[src/rtl/param_seq_alu.sv]
// param_seq_alu: registered ALU with a valid/ready handshake on both sides.
// ADD/SUB/NEGA/NEGB/AND/OR/XOR finish in one cycle. MUL is an unsigned
// W-cycle shift-add. The result and its flags are held until the consumer
// takes them.
//
// Ports:
//   clk        system clock, rising edge
//   rst_n      asynchronous active-low reset
//   in_valid   operands/opcode present      in_ready   can accept this cycle
//   op[2:0]    0 ADD 1 SUB 2 NEGA 3 NEGB 4 MUL 5 AND 6 OR 7 XOR
//   a, b [W]   operands
//   out_valid  result/flags valid           out_ready  consumer takes result
//   result[2W] result; W-bit ops are zero-extended
//   flag_carry ADD carry-out / SUB borrow
//   flag_ovf   signed overflow (ADD/SUB/NEG), upper half nonzero (MUL)
//   flag_zero  result == 0
//
// state  | meaning
// S_IDLE | no result held
// S_MUL  | shift-add multiply in progress
// S_DONE | result held until out_ready
module param_seq_alu #(
  parameter int W = 4
) (
  input  logic           clk,
  input  logic           rst_n,
  input  logic           in_valid,
  output logic           in_ready,
  input  logic [2:0]     op,
  input  logic [W-1:0]   a,
  input  logic [W-1:0]   b,
  output logic           out_valid,
  input  logic           out_ready,
  output logic [2*W-1:0] result,
  output logic           flag_carry,
  output logic           flag_ovf,
  output logic           flag_zero
);

  localparam int CW = $clog2(W + 1);

  localparam logic [2:0] OP_ADD  = 3'd0;
  localparam logic [2:0] OP_SUB  = 3'd1;
  localparam logic [2:0] OP_NEGA = 3'd2;
  localparam logic [2:0] OP_NEGB = 3'd3;
  localparam logic [2:0] OP_MUL  = 3'd4;
  localparam logic [2:0] OP_AND  = 3'd5;
  localparam logic [2:0] OP_OR   = 3'd6;
  localparam logic [2:0] OP_XOR  = 3'd7;

  localparam logic [W-1:0] MOST_NEG = {1'b1, {(W-1){1'b0}}};

  typedef enum logic [1:0] {
    S_IDLE = 2'd0,
    S_MUL  = 2'd1,
    S_DONE = 2'd2
  } state_t;

  state_t         state, state_n;
  logic [2*W-1:0] mcand, mcand_n;
  logic [2*W-1:0] acc, acc_n, acc_sum;
  logic [W-1:0]   mplier, mplier_n;
  logic [CW-1:0]  cnt, cnt_n;
  logic [2*W-1:0] result_n;
  logic           carry_n, ovf_n, zero_n;
  logic           accept;

  logic [W:0]     sum_ext, diff_ext;
  logic [W-1:0]   alu_res;
  logic           alu_c, alu_v;

  // out_ready feeds in_ready combinationally so a held result can be
  // replaced by a new one on the same edge.
  assign in_ready  = (state == S_IDLE) || ((state == S_DONE) && out_ready);
  assign out_valid = (state == S_DONE);
  assign accept    = in_valid && in_ready;

  assign sum_ext  = {1'b0, a} + {1'b0, b};
  // Carry out of a + ~b + 1 is set when no borrow occurs (a >= b).
  assign diff_ext = {1'b0, a} + {1'b0, ~b} + (W+1)'(1);
  assign acc_sum  = acc + (mplier[0] ? mcand : '0);

  always_comb begin
    alu_res = '0;
    alu_c   = 1'b0;
    alu_v   = 1'b0;
    case (op)
      OP_ADD: begin
        alu_res = sum_ext[W-1:0];
        alu_c   = sum_ext[W];
        alu_v   = (a[W-1] == b[W-1]) && (alu_res[W-1] != a[W-1]);
      end
      OP_SUB: begin
        alu_res = diff_ext[W-1:0];
        alu_c   = ~diff_ext[W];
        alu_v   = (a[W-1] != b[W-1]) && (alu_res[W-1] != a[W-1]);
      end
      OP_NEGA: begin
        alu_res = '0 - a;
        alu_v   = (a == MOST_NEG);
      end
      OP_NEGB: begin
        alu_res = '0 - b;
        alu_v   = (b == MOST_NEG);
      end
      OP_AND:  alu_res = a & b;
      OP_OR:   alu_res = a | b;
      OP_XOR:  alu_res = a ^ b;
      default: alu_res = '0;
    endcase
  end

  always_comb begin
    state_n  = state;
    mcand_n  = mcand;
    mplier_n = mplier;
    acc_n    = acc;
    cnt_n    = cnt;
    result_n = result;
    carry_n  = flag_carry;
    ovf_n    = flag_ovf;
    zero_n   = flag_zero;
    case (state)
      S_IDLE, S_DONE: begin
        if ((state == S_DONE) && out_ready) state_n = S_IDLE;
        if (accept) begin
          if (op == OP_MUL) begin
            mcand_n  = {{W{1'b0}}, a};
            mplier_n = b;
            acc_n    = '0;
            cnt_n    = '0;
            state_n  = S_MUL;
          end else begin
            result_n = {{W{1'b0}}, alu_res};
            carry_n  = alu_c;
            ovf_n    = alu_v;
            zero_n   = (alu_res == '0);
            state_n  = S_DONE;
          end
        end
      end
      S_MUL: begin
        acc_n    = acc_sum;
        mcand_n  = mcand << 1;
        mplier_n = mplier >> 1;
        cnt_n    = cnt + CW'(1);
        // The last partial product is folded in on the same edge.
        if (cnt_n == CW'(W)) begin
          result_n = acc_sum;
          carry_n  = 1'b0;
          ovf_n    = |acc_sum[2*W-1:W];
          zero_n   = (acc_sum == '0);
          state_n  = S_DONE;
        end
      end
      default: state_n = S_IDLE;
    endcase
  end

  always_ff @(posedge clk or negedge rst_n) begin
    if (!rst_n) state <= S_IDLE;
    else        state <= state_n;
  end

  always_ff @(posedge clk or negedge rst_n) begin
    if (!rst_n) begin
      mcand      <= '0;
      mplier     <= '0;
      acc        <= '0;
      cnt        <= '0;
      result     <= '0;
      flag_carry <= 1'b0;
      flag_ovf   <= 1'b0;
      flag_zero  <= 1'b0;
    end else begin
      mcand      <= mcand_n;
      mplier     <= mplier_n;
      acc        <= acc_n;
      cnt        <= cnt_n;
      result     <= result_n;
      flag_carry <= carry_n;
      flag_ovf   <= ovf_n;
      flag_zero  <= zero_n;
    end
  end

endmodule

[config.mk]
export PLATFORM = sky130hd
export DESIGN_NAME = param_seq_alu
export DESIGN_NICKNAME = d
export VERILOG_FILES = /design/src/rtl/param_seq_alu.sv
export SDC_FILE = /design/constraint.sdc
export NUM_CORES = 1
export LEC_CHECK = 0
export BUFFER_PORTS_ARGS = -buffer_cell sky130_fd_sc_hd__buf_2
export CAP_MARGIN = 20
export CORE_MARGIN = 3
export CORE_UTILIZATION = 25
export DETAILED_ROUTE_END_ITERATION = 12
export GPL_ROUTABILITY_DRIVEN = 0
export HOLD_SLACK_MARGIN = 0.03
export PLACE_DENSITY = 0.36
export SLEW_MARGIN = 20
export SYNTH_ARGS = -nofsm -noshare
export SYNTH_HDL_FRONTEND = slang
export SYNTH_SLANG_ARGS = --single-unit
[constraint.sdc]
create_clock -name clk -period 2.87 [get_ports clk]
set_input_delay 0.1435 -clock clk [delete_from_list [all_inputs] [get_ports clk]]
set_output_delay 0.1435 -clock clk [all_outputs]
set_load 0.005 [all_outputs]
==> results.rst <==
.. list-table::
   :header-rows: 1

   * - Metric
     - Value
   * - Startpoint kind of the worst setup timing path
     - flip-flop
   * - Cell with the largest stage delay on the worst path
     - sky130_fd_sc_hd__dfrtp_1
   * - Number of standard cells in the layout, taps in and fillers out
     - 465
   * - Peak ir drop on the vdd network
     - 0.177 mV
   * - Highest metal layer with signal wires
     - met4
   * - Class of the most critical setup path
     - reg -> reg
   * - Cell Area, Synth
     - 2760 sq um
   * - Depth of the CTS H-tree
     - 2
   * - CTS buffer count
     - 5
   * - Die extent in x
     - 111 um
   * - Skew-Pair Late Insertion Delay
     - 0.29 ns
   * - Critical Path RT
     - 3.11 ns
   * - Max-slew violation count
     - 0
   * - Met2 wirelength from detailed routing
     - 3.11 mm
   * - Grt ovf
     - 0
   * - Sink count of the clock tree
     - 36
   * - CTS Hold Bufs
     - 1
   * - Actual slew at the worst max-slew pin
     - 0.882 ns
   * - Combinational family with the most area after synthesis
     - simple AND/OR/NAND/NOR gates
   * - # placed instances
     - 456
   * - Proportion of synthesized area in mux cells
     - 0.0571
   * - Post-CTS clock slew at the launch and capture registers of the worst setup and hold paths
     - 0.08 ns
   * - Mean routed wirelength per cell
     - 15.7 um
   * - Ordered list of cells on the worst path
     - and2_1 > ha_1 > fa_1 > nand3_1 > nand2_1 > a21o_1 > a21oi_1 > mux2i_1 > mux2_2
   * - Post-Synth Simple-Gate Area
     - 0.220
   * - Peak fanout along the critical path
     - 9
   * - Nets in the synthesized netlist
     - 346
   * - Root cell of the clock tree
     - sky130_fd_sc_hd__clkbuf_8
   * - Length of the first detailed-routing pass in iterations
     - 4
   * - Ports placed on the boundary
     - 28
   * - Element type at the critical path end
     - flip-flop
   * - Synth Register Bits
     - 36
   * - Most used cells in the layout excluding fill and tap cells
     - 49 x sky130_fd_sc_hd__nand2_1, 36 x sky130_fd_sc_hd__dfrtp_1, 27 x sky130_fd_sc_hd__buf_2
   * - Number of instances in the synthesized netlist
     - 306
   * - Final setup violation count
     - 0
   * - Number of buffers on the longest clock path
     - 2
   * - Via-per-instance ratio
     - 4.74
   * - Run status
     - completed
   * - Post-detailed-route count of antenna-violating nets
     - 0
   * - Normalized max-slew margin
     - 0.412
   * - Count of different cell masters after synthesis
     - 59
   * - Combinational Power Share
     - 0.382
   * - Switching part of the total
     - 0.375
   * - Proportion of synthesized chip area in sequential cells
     - 0.327
   * - Fmax achieved
     - 433 MHz
   * - Core outline area
     - 10500 sq um
   * - Total global routing track utilization
     - 0.121
   * - Power per unit of standard cell area
     - 670 nW/um^2
   * - TritonCTS clock tree
     - yes
   * - Sw power
     - 0.780 mW
   * - Number of fill cells
     - 1093
   * - Crit share post-route
     - 0.805
   * - Setup fix buffers added after clock tree synthesis
     - 0
   * - Synth-to-Final Area Change
     - 12.4%
   * - Adder-cell area share of the yosys netlist
     - 0.122
   * - Detail Placement HPWL
     - 5.47 mm
   * - Arr. time, crit path
     - 2.55 ns
   * - Post-synthesis async set-or-reset flop share
     - 1.00
   * - Leak Pwr
     - 1.55 nW
   * - Starting density of the core
     - 0.263
   * - Antenna diodes
     - 0
   * - CP max stage delay
     - 0.46 ns
   * - Internal cell power
     - 1.30 mW
   * - Leading cell type in the layout, fill and taps excluded
     - sky130_fd_sc_hd__nand2_1
   * - Number of global-route vias before repair
     - 2103
   * - Largest net degree at the start of global routing
     - 37
   * - Port Buffers
     - 27
   * - Antenna violations before repair
     - 0
   * - Post-synth top flop
     - sky130_fd_sc_hd__dfrtp_1
   * - Routed met3 length
     - 401 um
   * - Layout cell share with drive strength beyond 1
     - 0.176
   * - Share of total power in sequential cells
     - 0.396
   * - Die area
     - 12300 sq um
   * - Number of nets in the final layout
     - 368
   * - Number of vias in the routed layout
     - 2204
   * - Top cells by area in the synthesized netlist
     - sky130_fd_sc_hd__dfrtp_1 33%, sky130_fd_sc_hd__ha_1 10%, sky130_fd_sc_hd__nand2_1 6.7%
   * - Setup total negative slack
     - 0 ns
   * - Post-synthesis cell type with the largest combined area
     - sky130_fd_sc_hd__dfrtp_1
   * - Global-route wire length before repair
     - 12.0 mm
   * - Post-layout min period
     - 2.31 ns
   * - Row count
     - 37
   * - CTS resizes
     - 0
   * - Clock skew
     - 0.00831 ns
   * - Post-synthesis area per instance
     - 9.02 sq um
   * - Part of the total power dissipated in the clock network
     - 0.222
   * - Number of max-cap violations
     - 0
   * - Classification of the worst-slack hold path
     - in -> reg
   * - Fraction of post-synthesis cell area in the top cell type by area
     - 0.327
   * - Setup repair after global routing missed its margin
     - false
   * - Count of flip-flops with a built-in enable after synthesis
     - 0
   * - Number of DRC violations after detailed routing
     - 0
   * - Height of the die
     - 111 um
   * - Final Routed Wirelength
     - 7.30 mm
   * - Hold violation count in the final report
     - 0
   * - Wire length on met1
     - 3.72 mm
   * - Count of routing violations after the opening detailed-route iteration
     - 145
   * - Synth Area in Compound Gates
     - 0.171
   * - Fraction of synthesized cell area in xor and xnor cells
     - 0.0381
   * - Yosys synthesis warning count
     - 0
[metrics by stage]
stage | utilization | hold WS, ns | total power [mW] | worst slack [ns] | cell area, sq um
detailed placement | 0.284 | 0.319 | 1.64 | 0.543 | 2980
CTS | 0.295 | 0.203 | 2.11 | 0.529 | 3100
global route | 0.295 | 0.199 | 2.26 | 0.372 | 3100
global placement | 0.284 | 0.311 | 1.64 | 0.539 | 2980
floorplan | - | -0.152 | 1.40 | 0.755 | 2760
finish | 0.295 | 0.198 | 2.08 | 0.561 | 3100
[final timing paths]
kind | from | endpoint | slack (ns) | cells past startpoint
worst min register to register | result[0] | result[0] | 0.48 | 2
worst max register to register | mplier[0] | result[6] | 0.56 | 9
min in group asynchronous | rst_n | result[0] | 0.51 | 2
worst min-delay path | out_ready | state[1] | 0.20 | 3
max in group asynchronous | rst_n | mplier[0] | 1.82 | 2
worst max-delay path | mplier[0] | result[6] | 0.56 | 9
[cells by family after synthesis]
family,Yosys count
and+or+nand+nor,119
adders and majority gates,25
DFF,36
buffers and inverters,31
AOI/OAI and AO/OA,68
xor gates and xnor gates,12
muxes,15
[critical path: cells and delay by family (launching register included)]
family,cells,cell delay (ns)
AOI/OAI and AO/OA,2,0.36
adders and majority gates,2,0.61
DFF,1,0.46
muxes,2,0.45
and+or+nand+nor,3,0.37
[metal layers]
metal	vias up	GRT usage
li1	1110	-
met1	1046	0.176
met2	42	0.181
met3	6	0.0295
met4	0	0.0268
met5	-	0
[flip-flops by register name, indices dropped and copies added (netlist names)]
register and cells:
mplier 4, flag_carry 1, acc 8, cnt 3
mcand 8, flag_ovf 1, result 8, flag_zero 1
state 2
[final cells by class]
| class | instances | area, sq um | area share |
|---|---|---|---|
| multi-input cells | 239 | 1680 | 0.542 |
| repair buffers | 34 | 190 | 0.0613 |
| flip-flops and latches | 36 | 901 | 0.290 |
| inverters | 12 | 47.5 | 0.0153 |
| well taps | 136 | 170 | 0.0549 |
| clock inverters | 3 | 42.5 | 0.0137 |
| clock buffers | 5 | 68.8 | 0.0222 |
[cells in the mapped netlist (2+ instances only)]
| cell type | n |
|---|---|
| sky130_fd_sc_hd__clkbuf_1 | 5 |
| sky130_fd_sc_hd__ha_1 | 22 |
| sky130_fd_sc_hd__nand3_1 | 15 |
| sky130_fd_sc_hd__nor2_1 | 17 |
| sky130_fd_sc_hd__dfrtp_1 | 36 |
| sky130_fd_sc_hd__buf_2 | 6 |
| sky130_fd_sc_hd__xnor2_1 | 5 |
| sky130_fd_sc_hd__and2_1 | 8 |
| sky130_fd_sc_hd__xor2_1 | 7 |
| sky130_fd_sc_hd__a21o_1 | 4 |
| sky130_fd_sc_hd__nor4_2 | 2 |
| sky130_fd_sc_hd__inv_1 | 11 |
| sky130_fd_sc_hd__a221o_1 | 2 |
| sky130_fd_sc_hd__o21ai_0 | 24 |
| sky130_fd_sc_hd__a31oi_1 | 3 |
| sky130_fd_sc_hd__nor2b_1 | 5 |
| sky130_fd_sc_hd__buf_4 | 2 |
| sky130_fd_sc_hd__a211o_1 | 2 |
| sky130_fd_sc_hd__a211oi_1 | 2 |
| sky130_fd_sc_hd__nor3_1 | 5 |
| sky130_fd_sc_hd__o31a_1 | 3 |
| sky130_fd_sc_hd__mux2i_1 | 12 |
| sky130_fd_sc_hd__nand2_1 | 49 |
| sky130_fd_sc_hd__a21oi_1 | 10 |
| sky130_fd_sc_hd__fa_1 | 3 |
| sky130_fd_sc_hd__buf_6 | 6 |
| sky130_fd_sc_hd__a211oi_2 | 2 |
| sky130_fd_sc_hd__nor4_1 | 3 |
| sky130_fd_sc_hd__a221oi_1 | 2 |
| sky130_fd_sc_hd__nand2b_1 | 4 |
[power by group through the flow]
stage	Combinational, mW	Sequential (mW)	Clock (mW)
2_1_floorplan	0.601	0.798	0
3_3_place_gp	0.804	0.835	0
3_5_place_dp	0.804	0.835	0
4_1_cts	0.808	0.825	0.480
5_1_grt	0.906	0.854	0.505
6_report	0.794	0.822	0.461
Note: power is estimated with default switching activity, not from simulation.
